File: config.mk
export PLATFORM = sky130hd
export DESIGN_NAME = hammu_seq_flat
export DESIGN_NICKNAME = d
export VERILOG_FILES = /design/src/rtl/hammu_seq_if.sv /design/src/rtl/hammu_seq.sv /design/src/flat_wrapper.sv
export SDC_FILE = /design/constraint.sdc
export NUM_CORES = 1
export LEC_CHECK = 0
export BUFFER_PORTS_ARGS = -buffer_cell sky130_fd_sc_hd__buf_4
export CELL_PAD_IN_SITES_DETAIL_PLACEMENT = 0
export CELL_PAD_IN_SITES_GLOBAL_PLACEMENT = 1
export CORE_MARGIN = 5
export CORE_UTILIZATION = 30
export DETAILED_ROUTE_END_ITERATION = 16
export GPL_TIMING_DRIVEN = 0
export PLACE_DENSITY_LB_ADDON = 0.25
export SYNTH_ARGS = -nofsm -noshare
export SYNTH_HDL_FRONTEND = slang
export SYNTH_SLANG_ARGS = --single-unit
File: constraint.sdc
create_clock -name S_AXI_ACLK -period 1.7 [get_ports S_AXI_ACLK]
set_input_delay 0.255 -clock S_AXI_ACLK [delete_from_list [all_inputs] [get_ports S_AXI_ACLK]]
set_output_delay 0.255 -clock S_AXI_ACLK [all_outputs]
set_load 0.03 [all_outputs]
File: src/rtl/hammu_seq_if.sv
// hammu_seq_if: request/response stream and AXI4-Lite master bus of the
// exponent-core sequencer. The "master" modport is the sequencer's view,
// the "slave" modport is the view of whatever surrounds it (producer,
// consumer and the exponent core's AXI4-Lite slave).
interface hammu_seq_if;
  // request stream
  logic        req_valid;
  logic        req_ready;
  logic [31:0] req_x;
  // response stream
  logic        rsp_valid;
  logic        rsp_ready;
  logic [31:0] rsp_y;
  logic        rsp_err;
  logic        busy;
  // AXI4-Lite write address / data / response
  logic [31:0] M_AXI_AWADDR;
  logic        M_AXI_AWVALID;
  logic        M_AXI_AWREADY;
  logic [31:0] M_AXI_WDATA;
  logic [3:0]  M_AXI_WSTRB;
  logic        M_AXI_WVALID;
  logic        M_AXI_WREADY;
  logic [1:0]  M_AXI_BRESP;
  logic        M_AXI_BVALID;
  logic        M_AXI_BREADY;
  // AXI4-Lite read address / data
  logic [31:0] M_AXI_ARADDR;
  logic        M_AXI_ARVALID;
  logic        M_AXI_ARREADY;
  logic [31:0] M_AXI_RDATA;
  logic [1:0]  M_AXI_RRESP;
  logic        M_AXI_RVALID;
  logic        M_AXI_RREADY;

  modport master (
    input  req_valid, req_x, rsp_ready,
    input  M_AXI_AWREADY, M_AXI_WREADY, M_AXI_BRESP, M_AXI_BVALID,
    input  M_AXI_ARREADY, M_AXI_RDATA, M_AXI_RRESP, M_AXI_RVALID,
    output req_ready, rsp_valid, rsp_y, rsp_err, busy,
    output M_AXI_AWADDR, M_AXI_AWVALID, M_AXI_WDATA, M_AXI_WSTRB, M_AXI_WVALID,
    output M_AXI_BREADY, M_AXI_ARADDR, M_AXI_ARVALID, M_AXI_RREADY
  );

  modport slave (
    output req_valid, req_x, rsp_ready,
    output M_AXI_AWREADY, M_AXI_WREADY, M_AXI_BRESP, M_AXI_BVALID,
    output M_AXI_ARREADY, M_AXI_RDATA, M_AXI_RRESP, M_AXI_RVALID,
    input  req_ready, rsp_valid, rsp_y, rsp_err, busy,
    input  M_AXI_AWADDR, M_AXI_AWVALID, M_AXI_WDATA, M_AXI_WSTRB, M_AXI_WVALID,
    input  M_AXI_BREADY, M_AXI_ARADDR, M_AXI_ARVALID, M_AXI_RREADY
  );
endinterface

File: src/rtl/hammu_seq.sv
// hammu_seq: AXI4-Lite master sequencer for the exponent core.
// Takes one operand, writes X, writes CTRL.start, polls STATUS.done,
// reads RESULT and returns it (or an error) on the response stream.
// Optional feature macro: HAMMU_SEQ_POLL_TIMEOUT_EN bounds STATUS polling
// to C_POLL_MAX reads and reports a timeout as an error.
//
// Handshakes (request, response and every AXI channel): a transfer happens
// on a rising clock edge where VALID and READY are both high. Once raised,
// a VALID stays high with a stable payload until that edge; READY may be
// raised or dropped at any time.
module hammu_seq #(
  parameter logic [31:0] C_BASEADDR = 32'h70e00000,
  parameter int unsigned C_POLL_MAX = 1023,
  parameter int unsigned C_POLL_GAP = 0
) (
  input  logic        S_AXI_ACLK,
  input  logic        S_AXI_ARESETN,
  hammu_seq_if.master bus,
  output logic [2:0]  dbg_state
);

  localparam logic [31:0] ADDR_X      = C_BASEADDR + 32'h0000_0000;
  localparam logic [31:0] ADDR_CTRL   = C_BASEADDR + 32'h0000_0004;
  localparam logic [31:0] ADDR_STATUS = C_BASEADDR + 32'h0000_0008;
  localparam logic [31:0] ADDR_RESULT = C_BASEADDR + 32'h0000_000C;
  localparam logic [7:0]  GAP_LAST    = (C_POLL_GAP > 0) ? 8'(C_POLL_GAP - 1) : 8'd0;

  typedef enum logic [2:0] {
    IDLE   = 3'd0,
    WR_X   = 3'd1,
    WR_GO  = 3'd2,
    RD_ST  = 3'd3,
    GAP    = 3'd4,
    RD_RES = 3'd5,
    RSP    = 3'd6
  } state_t;

  state_t     state;
  logic [7:0] gap_cnt;
  logic       accept;
  logic       poll_timeout;

  assign accept           = (state == IDLE) && bus.req_valid && bus.req_ready;
  assign dbg_state        = state;
  assign bus.M_AXI_WSTRB  = 4'hF;

`ifdef HAMMU_SEQ_POLL_TIMEOUT_EN
  localparam logic [16:0] POLL_LIMIT = 17'(C_POLL_MAX);

  logic [15:0] poll_cnt;
  logic        poll_miss;
  logic [16:0] poll_next;

  // a STATUS read completing cleanly with done still low
  assign poll_miss = (state == RD_ST) && !bus.M_AXI_ARVALID && bus.M_AXI_RREADY &&
                     bus.M_AXI_RVALID && (bus.M_AXI_RRESP == 2'b00) && !bus.M_AXI_RDATA[0];
  assign poll_next    = {1'b0, poll_cnt} + 17'd1;
  assign poll_timeout = poll_miss && (poll_next >= POLL_LIMIT);

  // count not-done STATUS reads of the current request
  always_ff @(posedge S_AXI_ACLK or negedge S_AXI_ARESETN) begin
    if (!S_AXI_ARESETN) begin
      poll_cnt <= 16'd0;
    end else if (accept) begin
      poll_cnt <= 16'd0;
    end else if (poll_miss) begin
      poll_cnt <= poll_next[15:0];
    end
  end
`else
  assign poll_timeout = 1'b0;

  // C_POLL_MAX has no effect while polling is unbounded
  if (C_POLL_MAX == 0) begin : g_poll_max_inert
  end
`endif

  // sequencer FSM; every output is a register written only here
  always_ff @(posedge S_AXI_ACLK or negedge S_AXI_ARESETN) begin
    if (!S_AXI_ARESETN) begin
      state             <= IDLE;
      gap_cnt           <= 8'd0;
      bus.req_ready     <= 1'b0;
      bus.rsp_valid     <= 1'b0;
      bus.rsp_y         <= 32'd0;
      bus.rsp_err       <= 1'b0;
      bus.busy          <= 1'b0;
      bus.M_AXI_AWADDR  <= 32'd0;
      bus.M_AXI_AWVALID <= 1'b0;
      bus.M_AXI_WDATA   <= 32'd0;
      bus.M_AXI_WVALID  <= 1'b0;
      bus.M_AXI_BREADY  <= 1'b0;
      bus.M_AXI_ARADDR  <= 32'd0;
      bus.M_AXI_ARVALID <= 1'b0;
      bus.M_AXI_RREADY  <= 1'b0;
    end else begin
      case (state)
        IDLE: begin
          if (accept) begin
            bus.req_ready     <= 1'b0;
            bus.busy          <= 1'b1;
            bus.rsp_err       <= 1'b0;
            bus.M_AXI_AWADDR  <= ADDR_X;
            bus.M_AXI_WDATA   <= bus.req_x;
            bus.M_AXI_AWVALID <= 1'b1;
            bus.M_AXI_WVALID  <= 1'b1;
            state             <= WR_X;
          end else begin
            bus.req_ready <= 1'b1;
          end
        end

        WR_X, WR_GO: begin
          if (!bus.M_AXI_BREADY) begin
            // address and data are accepted independently, in any order
            if (bus.M_AXI_AWVALID && bus.M_AXI_AWREADY) bus.M_AXI_AWVALID <= 1'b0;
            if (bus.M_AXI_WVALID && bus.M_AXI_WREADY)   bus.M_AXI_WVALID  <= 1'b0;
            if ((!bus.M_AXI_AWVALID || bus.M_AXI_AWREADY) &&
                (!bus.M_AXI_WVALID  || bus.M_AXI_WREADY)) begin
              bus.M_AXI_BREADY <= 1'b1;
            end
          end else if (bus.M_AXI_BVALID) begin
            bus.M_AXI_BREADY <= 1'b0;
            if (bus.M_AXI_BRESP != 2'b00) begin
              bus.rsp_err <= 1'b1;
              bus.rsp_y   <= 32'd0;
              state       <= RSP;
            end else if (state == WR_X) begin
              bus.M_AXI_AWADDR  <= ADDR_CTRL;
              bus.M_AXI_WDATA   <= 32'h0000_0001;
              bus.M_AXI_AWVALID <= 1'b1;
              bus.M_AXI_WVALID  <= 1'b1;
              state             <= WR_GO;
            end else begin
              bus.M_AXI_ARADDR  <= ADDR_STATUS;
              bus.M_AXI_ARVALID <= 1'b1;
              state             <= RD_ST;
            end
          end
        end

        RD_ST, RD_RES: begin
          if (bus.M_AXI_ARVALID) begin
            if (bus.M_AXI_ARREADY) begin
              bus.M_AXI_ARVALID <= 1'b0;
              bus.M_AXI_RREADY  <= 1'b1;
            end
          end else if (bus.M_AXI_RREADY && bus.M_AXI_RVALID) begin
            bus.M_AXI_RREADY <= 1'b0;
            if (bus.M_AXI_RRESP != 2'b00) begin
              bus.rsp_err <= 1'b1;
              bus.rsp_y   <= 32'd0;
              state       <= RSP;
            end else if (state == RD_RES) begin
              bus.rsp_y <= bus.M_AXI_RDATA;
              state     <= RSP;
            end else if (bus.M_AXI_RDATA[0]) begin
              bus.M_AXI_ARADDR  <= ADDR_RESULT;
              bus.M_AXI_ARVALID <= 1'b1;
              state             <= RD_RES;
            end else if (poll_timeout) begin
              bus.rsp_err <= 1'b1;
              bus.rsp_y   <= 32'd0;
              state       <= RSP;
            end else if (C_POLL_GAP > 0) begin
              gap_cnt <= 8'd0;
              state   <= GAP;
            end else begin
              bus.M_AXI_ARVALID <= 1'b1;
              state             <= RD_ST;
            end
          end
        end

        GAP: begin
          if (gap_cnt == GAP_LAST) begin
            bus.M_AXI_ARVALID <= 1'b1;
            state             <= RD_ST;
          end else begin
            gap_cnt <= gap_cnt + 8'd1;
          end
        end

        RSP: begin
          // rsp_valid rises one cycle after entry, then holds until taken
          if (!bus.rsp_valid) begin
            bus.rsp_valid <= 1'b1;
          end else if (bus.rsp_ready) begin
            bus.rsp_valid <= 1'b0;
            bus.busy      <= 1'b0;
            bus.req_ready <= 1'b1;
            state         <= IDLE;
          end
        end

        default: state <= IDLE;
      endcase
    end
  end

endmodule

File: src/flat_wrapper.sv
// flat-port wrapper written by rule: the top's interface ports become plain ports
module hammu_seq_flat 
#(
  parameter logic [31:0] C_BASEADDR = 32'h70e00000,
  parameter int unsigned C_POLL_MAX = 1023,
  parameter int unsigned C_POLL_GAP = 0
)
  (S_AXI_ACLK, S_AXI_ARESETN, dbg_state, bus_req_valid, bus_req_x, bus_rsp_ready, bus_M_AXI_AWREADY, bus_M_AXI_WREADY, bus_M_AXI_BRESP, bus_M_AXI_BVALID, bus_M_AXI_ARREADY, bus_M_AXI_RDATA, bus_M_AXI_RRESP, bus_M_AXI_RVALID, bus_req_ready, bus_rsp_valid, bus_rsp_y, bus_rsp_err, bus_busy, bus_M_AXI_AWADDR, bus_M_AXI_AWVALID, bus_M_AXI_WDATA, bus_M_AXI_WSTRB, bus_M_AXI_WVALID, bus_M_AXI_BREADY, bus_M_AXI_ARADDR, bus_M_AXI_ARVALID, bus_M_AXI_RREADY);
  hammu_seq_if bus_i ();
  input  logic S_AXI_ACLK;
  input  logic S_AXI_ARESETN;
  output logic [2:0] dbg_state;
  input wire logic [$bits(bus_i.req_valid)-1:0] bus_req_valid;
  input wire logic [$bits(bus_i.req_x)-1:0] bus_req_x;
  input wire logic [$bits(bus_i.rsp_ready)-1:0] bus_rsp_ready;
  input wire logic [$bits(bus_i.M_AXI_AWREADY)-1:0] bus_M_AXI_AWREADY;
  input wire logic [$bits(bus_i.M_AXI_WREADY)-1:0] bus_M_AXI_WREADY;
  input wire logic [$bits(bus_i.M_AXI_BRESP)-1:0] bus_M_AXI_BRESP;
  input wire logic [$bits(bus_i.M_AXI_BVALID)-1:0] bus_M_AXI_BVALID;
  input wire logic [$bits(bus_i.M_AXI_ARREADY)-1:0] bus_M_AXI_ARREADY;
  input wire logic [$bits(bus_i.M_AXI_RDATA)-1:0] bus_M_AXI_RDATA;
  input wire logic [$bits(bus_i.M_AXI_RRESP)-1:0] bus_M_AXI_RRESP;
  input wire logic [$bits(bus_i.M_AXI_RVALID)-1:0] bus_M_AXI_RVALID;
  output wire logic [$bits(bus_i.req_ready)-1:0] bus_req_ready;
  output wire logic [$bits(bus_i.rsp_valid)-1:0] bus_rsp_valid;
  output wire logic [$bits(bus_i.rsp_y)-1:0] bus_rsp_y;
  output wire logic [$bits(bus_i.rsp_err)-1:0] bus_rsp_err;
  output wire logic [$bits(bus_i.busy)-1:0] bus_busy;
  output wire logic [$bits(bus_i.M_AXI_AWADDR)-1:0] bus_M_AXI_AWADDR;
  output wire logic [$bits(bus_i.M_AXI_AWVALID)-1:0] bus_M_AXI_AWVALID;
  output wire logic [$bits(bus_i.M_AXI_WDATA)-1:0] bus_M_AXI_WDATA;
  output wire logic [$bits(bus_i.M_AXI_WSTRB)-1:0] bus_M_AXI_WSTRB;
  output wire logic [$bits(bus_i.M_AXI_WVALID)-1:0] bus_M_AXI_WVALID;
  output wire logic [$bits(bus_i.M_AXI_BREADY)-1:0] bus_M_AXI_BREADY;
  output wire logic [$bits(bus_i.M_AXI_ARADDR)-1:0] bus_M_AXI_ARADDR;
  output wire logic [$bits(bus_i.M_AXI_ARVALID)-1:0] bus_M_AXI_ARVALID;
  output wire logic [$bits(bus_i.M_AXI_RREADY)-1:0] bus_M_AXI_RREADY;
  assign bus_i.req_valid = bus_req_valid;
  assign bus_i.req_x = bus_req_x;
  assign bus_i.rsp_ready = bus_rsp_ready;
  assign bus_i.M_AXI_AWREADY = bus_M_AXI_AWREADY;
  assign bus_i.M_AXI_WREADY = bus_M_AXI_WREADY;
  assign bus_i.M_AXI_BRESP = bus_M_AXI_BRESP;
  assign bus_i.M_AXI_BVALID = bus_M_AXI_BVALID;
  assign bus_i.M_AXI_ARREADY = bus_M_AXI_ARREADY;
  assign bus_i.M_AXI_RDATA = bus_M_AXI_RDATA;
  assign bus_i.M_AXI_RRESP = bus_M_AXI_RRESP;
  assign bus_i.M_AXI_RVALID = bus_M_AXI_RVALID;
  assign bus_req_ready = bus_i.req_ready;
  assign bus_rsp_valid = bus_i.rsp_valid;
  assign bus_rsp_y = bus_i.rsp_y;
  assign bus_rsp_err = bus_i.rsp_err;
  assign bus_busy = bus_i.busy;
  assign bus_M_AXI_AWADDR = bus_i.M_AXI_AWADDR;
  assign bus_M_AXI_AWVALID = bus_i.M_AXI_AWVALID;
  assign bus_M_AXI_WDATA = bus_i.M_AXI_WDATA;
  assign bus_M_AXI_WSTRB = bus_i.M_AXI_WSTRB;
  assign bus_M_AXI_WVALID = bus_i.M_AXI_WVALID;
  assign bus_M_AXI_BREADY = bus_i.M_AXI_BREADY;
  assign bus_M_AXI_ARADDR = bus_i.M_AXI_ARADDR;
  assign bus_M_AXI_ARVALID = bus_i.M_AXI_ARVALID;
  assign bus_M_AXI_RREADY = bus_i.M_AXI_RREADY;
  hammu_seq #(.C_BASEADDR(C_BASEADDR), .C_POLL_MAX(C_POLL_MAX), .C_POLL_GAP(C_POLL_GAP)) u_core (.S_AXI_ACLK(S_AXI_ACLK), .S_AXI_ARESETN(S_AXI_ARESETN), .bus(bus_i), .dbg_state(dbg_state));
endmodule
==> results.cfg <==
[floorplan]
io_pins = 221
die_w_um = 133
die_h_um = 133
core_mm2 = 0.0146
start_util = 0.308
fp.dieArea_mm2 = 0.0176
rows = 44

[timing]
worst_slew_margin_rel = 0.229
worst_slack_ps = -24.8
rsz0062_at_grt = true
slew_viol_final = 0
worst_pin_slew_ps = 1160
final.setup_skew_ps = 9.34
fin_crit_ps = 1720
fin_crit_sh = 1.01
max_freq_mhz = 580
hold_viol = 0
finalSetupViolCount = 2

[yosys]
synth_edf_count = 0
syn_area_per_cell_um2 = 10.5
synth_warnings = 0
yosysUniqueCellTypes = 53
synth_top_area_frac = 0.488
synth_cells = 429
synth_seq_cells = 88
yosys.area.top_type = dfrtp_1
yosysSeqAreaShare = 0.488
synth_area_mm2 = 0.00451
synthTopCellsByArea = dfrtp_1 49%, buf_4 11%, mux2i_1 7.3%
async_reset_ff_frac = 1.00
ys.flop_type = dfrtp_1

[run]
maxCapViolations = 0

[pwr]
p_leak_nw = 3.66
irDropWorstVdd_v = 0.000801
power.density_mw_per_mm2 = 1850

[final_layout]
fin_cells = 874
areaGrowthSynthToFinish_pct = 52.8
antenna_cells = 0
drive_above_1_share = 0.471
layout.nets = 764
fillers = 1402

[route]
first_pass_iters = 4
num_vias = 3771
drt_iter0_drc = 163
viasPerCell = 4.31
wl_per_cell_um = 14.6
route.detailed.drc = 0
ant_nets = 0
drt_wl_total_mm = 12.8

[status]
status = finished with violations
violations = setup timing

[cts]
tritoncts = done
root_buffer = clkbuf_16
numCtsBuffers = 9
clock_path_buffers = 2
hold_buffers = 0
cts_sinks = 88
h-tree-depth = 3
clk_pin_slew_ps = 60
clock_latency_ps = 340

[critical_path]
critPathCaptureType = flip-flop
r2r_slack_ps = -20
cp_max_fo = 7
arrival_ps = 1980
cp-start-kind = flip-flop
crit_chain = buf_12 -> xnor2_4 -> nor3_2 -> a21oi_1 -> o22a_1 -> buf_8 -> clkbuf_16 -> mux2i_1
required_ps = 1960
critical_path.slowest_cell = dfrtp_2
crit_type = reg -> reg
slowest_delay_ps = 430

[grt]
grt_pass1_vias = 3776
grt-ovfl-total = 0
grt_max_degree = 89
grt_pass1_wl_mm = 19.7
grtUsageTotal = 0.139
antenna_found_initial = 0

[placement]
hpwl_mm = 9.36
gp_congestion = 0.795
numPortBuffers = 167
dp_slack_ps = -176
dpl.cell_count = 831

[hold_path]
min_path_type = in -> async
## metrics by stage
stage	hold WS [ps]	total power, mW	setup TNS, ps	instance area [um2]	util
after floorplan	-40.6	7.86	0	4700	-
after global placement	465	10.2	-5570	6190	0.422
after detailed placement	475	10.2	-7360	6190	0.422
after CTS	104	12.4	-53.0	6640	0.454
after global routing	111	13.4	-1890	6890	0.471
final	117	12.7	-34.7	6890	0.471
## sequential cells by signal, indices dropped and copies added, names as in the netlist, 2 cells and up
signal and flops:
u_core.bus.M_AXI_ARADDR 2, u_core.bus.M_AXI_AWADDR 2, u_core.gap_cnt 8, u_core.dbg_state 3, u_core.bus.M_AXI_WDATA 32, u_core.bus.rsp_y 32
## where the power goes
| group | internal [mW] | leakage, nW | switching (mW) |
|---|---|---|---|
| Sequential | 2.95 | 1.13 | 0.554 |
| Clock | 1.04 | 0.132 | 0.848 |
| Combinational | 3.18 | 2.40 | 4.18 |
| Total | 7.17 | 3.66 | 5.58 |
## placed cells by master (no fill, tap or decap), types with 4 or more instances in the layout
| cell | instances |
|---|---|
| a21oi_1 | 10 |
| a22o_1 | 35 |
| and3_1 | 4 |
| buf_12 | 4 |
| buf_2 | 6 |
| buf_4 | 253 |
| buf_6 | 6 |
| clkbuf_16 | 13 |
| clkbuf_4 | 4 |
| conb_1 | 53 |
| dfrtp_1 | 86 |
| inv_1 | 38 |
| mux2i_1 | 31 |
| nand2_1 | 47 |
| nand3_1 | 10 |
| nor2_1 | 10 |
| o21ai_0 | 5 |
| xnor2_1 | 6 |
## kinds of logic after synthesis
family	Yosys count	share of synthesized area
simple gates	95	0.107
compound gates	74	0.127
flops	88	0.488
xor+xnor	8	0.0172
fa+ha+maj	2	0.00555
other cells	2	0.00167
buf+inv	126	0.178
mux	34	0.0757
## cell usage after synthesis (all sizes together) (2+ instances only)
library cell   n
nand2         48
dfrtp         88
a21oi         11
buf           82
conb           2
clkbuf         3
a21boi         2
o22ai          2
ha             2
a211oi         2
a31oi          2
nor3           4
nand3b         3
mux2i         33
nand2b         3
o21ai         10
nand3         10
xnor2          7
o21a           2
inv           41
and3           4
nor2          13
a22o          35
nor3b          2
## routing by layer
metal | vias up | routed length (um) | global-route usage
li1 | 1831 | - | -
met1 | 1777 | 5160 | 0.171
met2 | 144 | 6390 | 0.230
met3 | 19 | 907 | 0.0380
met4 | 0 | 308 | 0.0595
met5 | - | 0 | 0
## worst max-delay path, delay by kind of cell, from the launching register on
kind	cells	cell delay [ps]
buf+inv	3	500
flops	1	430
xor+xnor	1	160
compound gates	2	310
mux	1	200
simple gates	1	50
## what timing repair did
action                                  in CTS  in global routing
buffers inserted                            12                 10
endpoints found under the setup margin      67                 71
pin swaps                                    4                  3
gates resized for setup                     23                 27
cloned                                       0                  5
## final cells by class
cell class	count	area, um2	area share
plain buffers	85	709	0.103
clock buffers	11	243	0.0352
clock inverters	5	41.3	0.00599
inverters	41	154	0.0223
multi-input cells	266	1780	0.258
flip-flops and latches	88	2200	0.320
well taps	184	230	0.0334
repair buffers	194	1530	0.222
## path summary, 6_finish.rpt
kind,end,startpoint,depth (start not counted)
setup / recovery,u_core.bus.rsp_y[7],u_core.dbg_state[0],8
hold / removal,u_core.bus.rsp_y[26],S_AXI_ARESETN,1
setup reg to reg,u_core.bus.rsp_y[7],u_core.dbg_state[0],8
hold reg to reg,u_core.bus.busy,u_core.bus.busy,1
max in group asynchronous,u_core.dbg_state[2],S_AXI_ARESETN,1
min in group S_AXI_ACLK,u_core.bus.M_AXI_WDATA[1],bus_req_x[1],2
No activity file was read; power rests on OpenSTA's default activity.
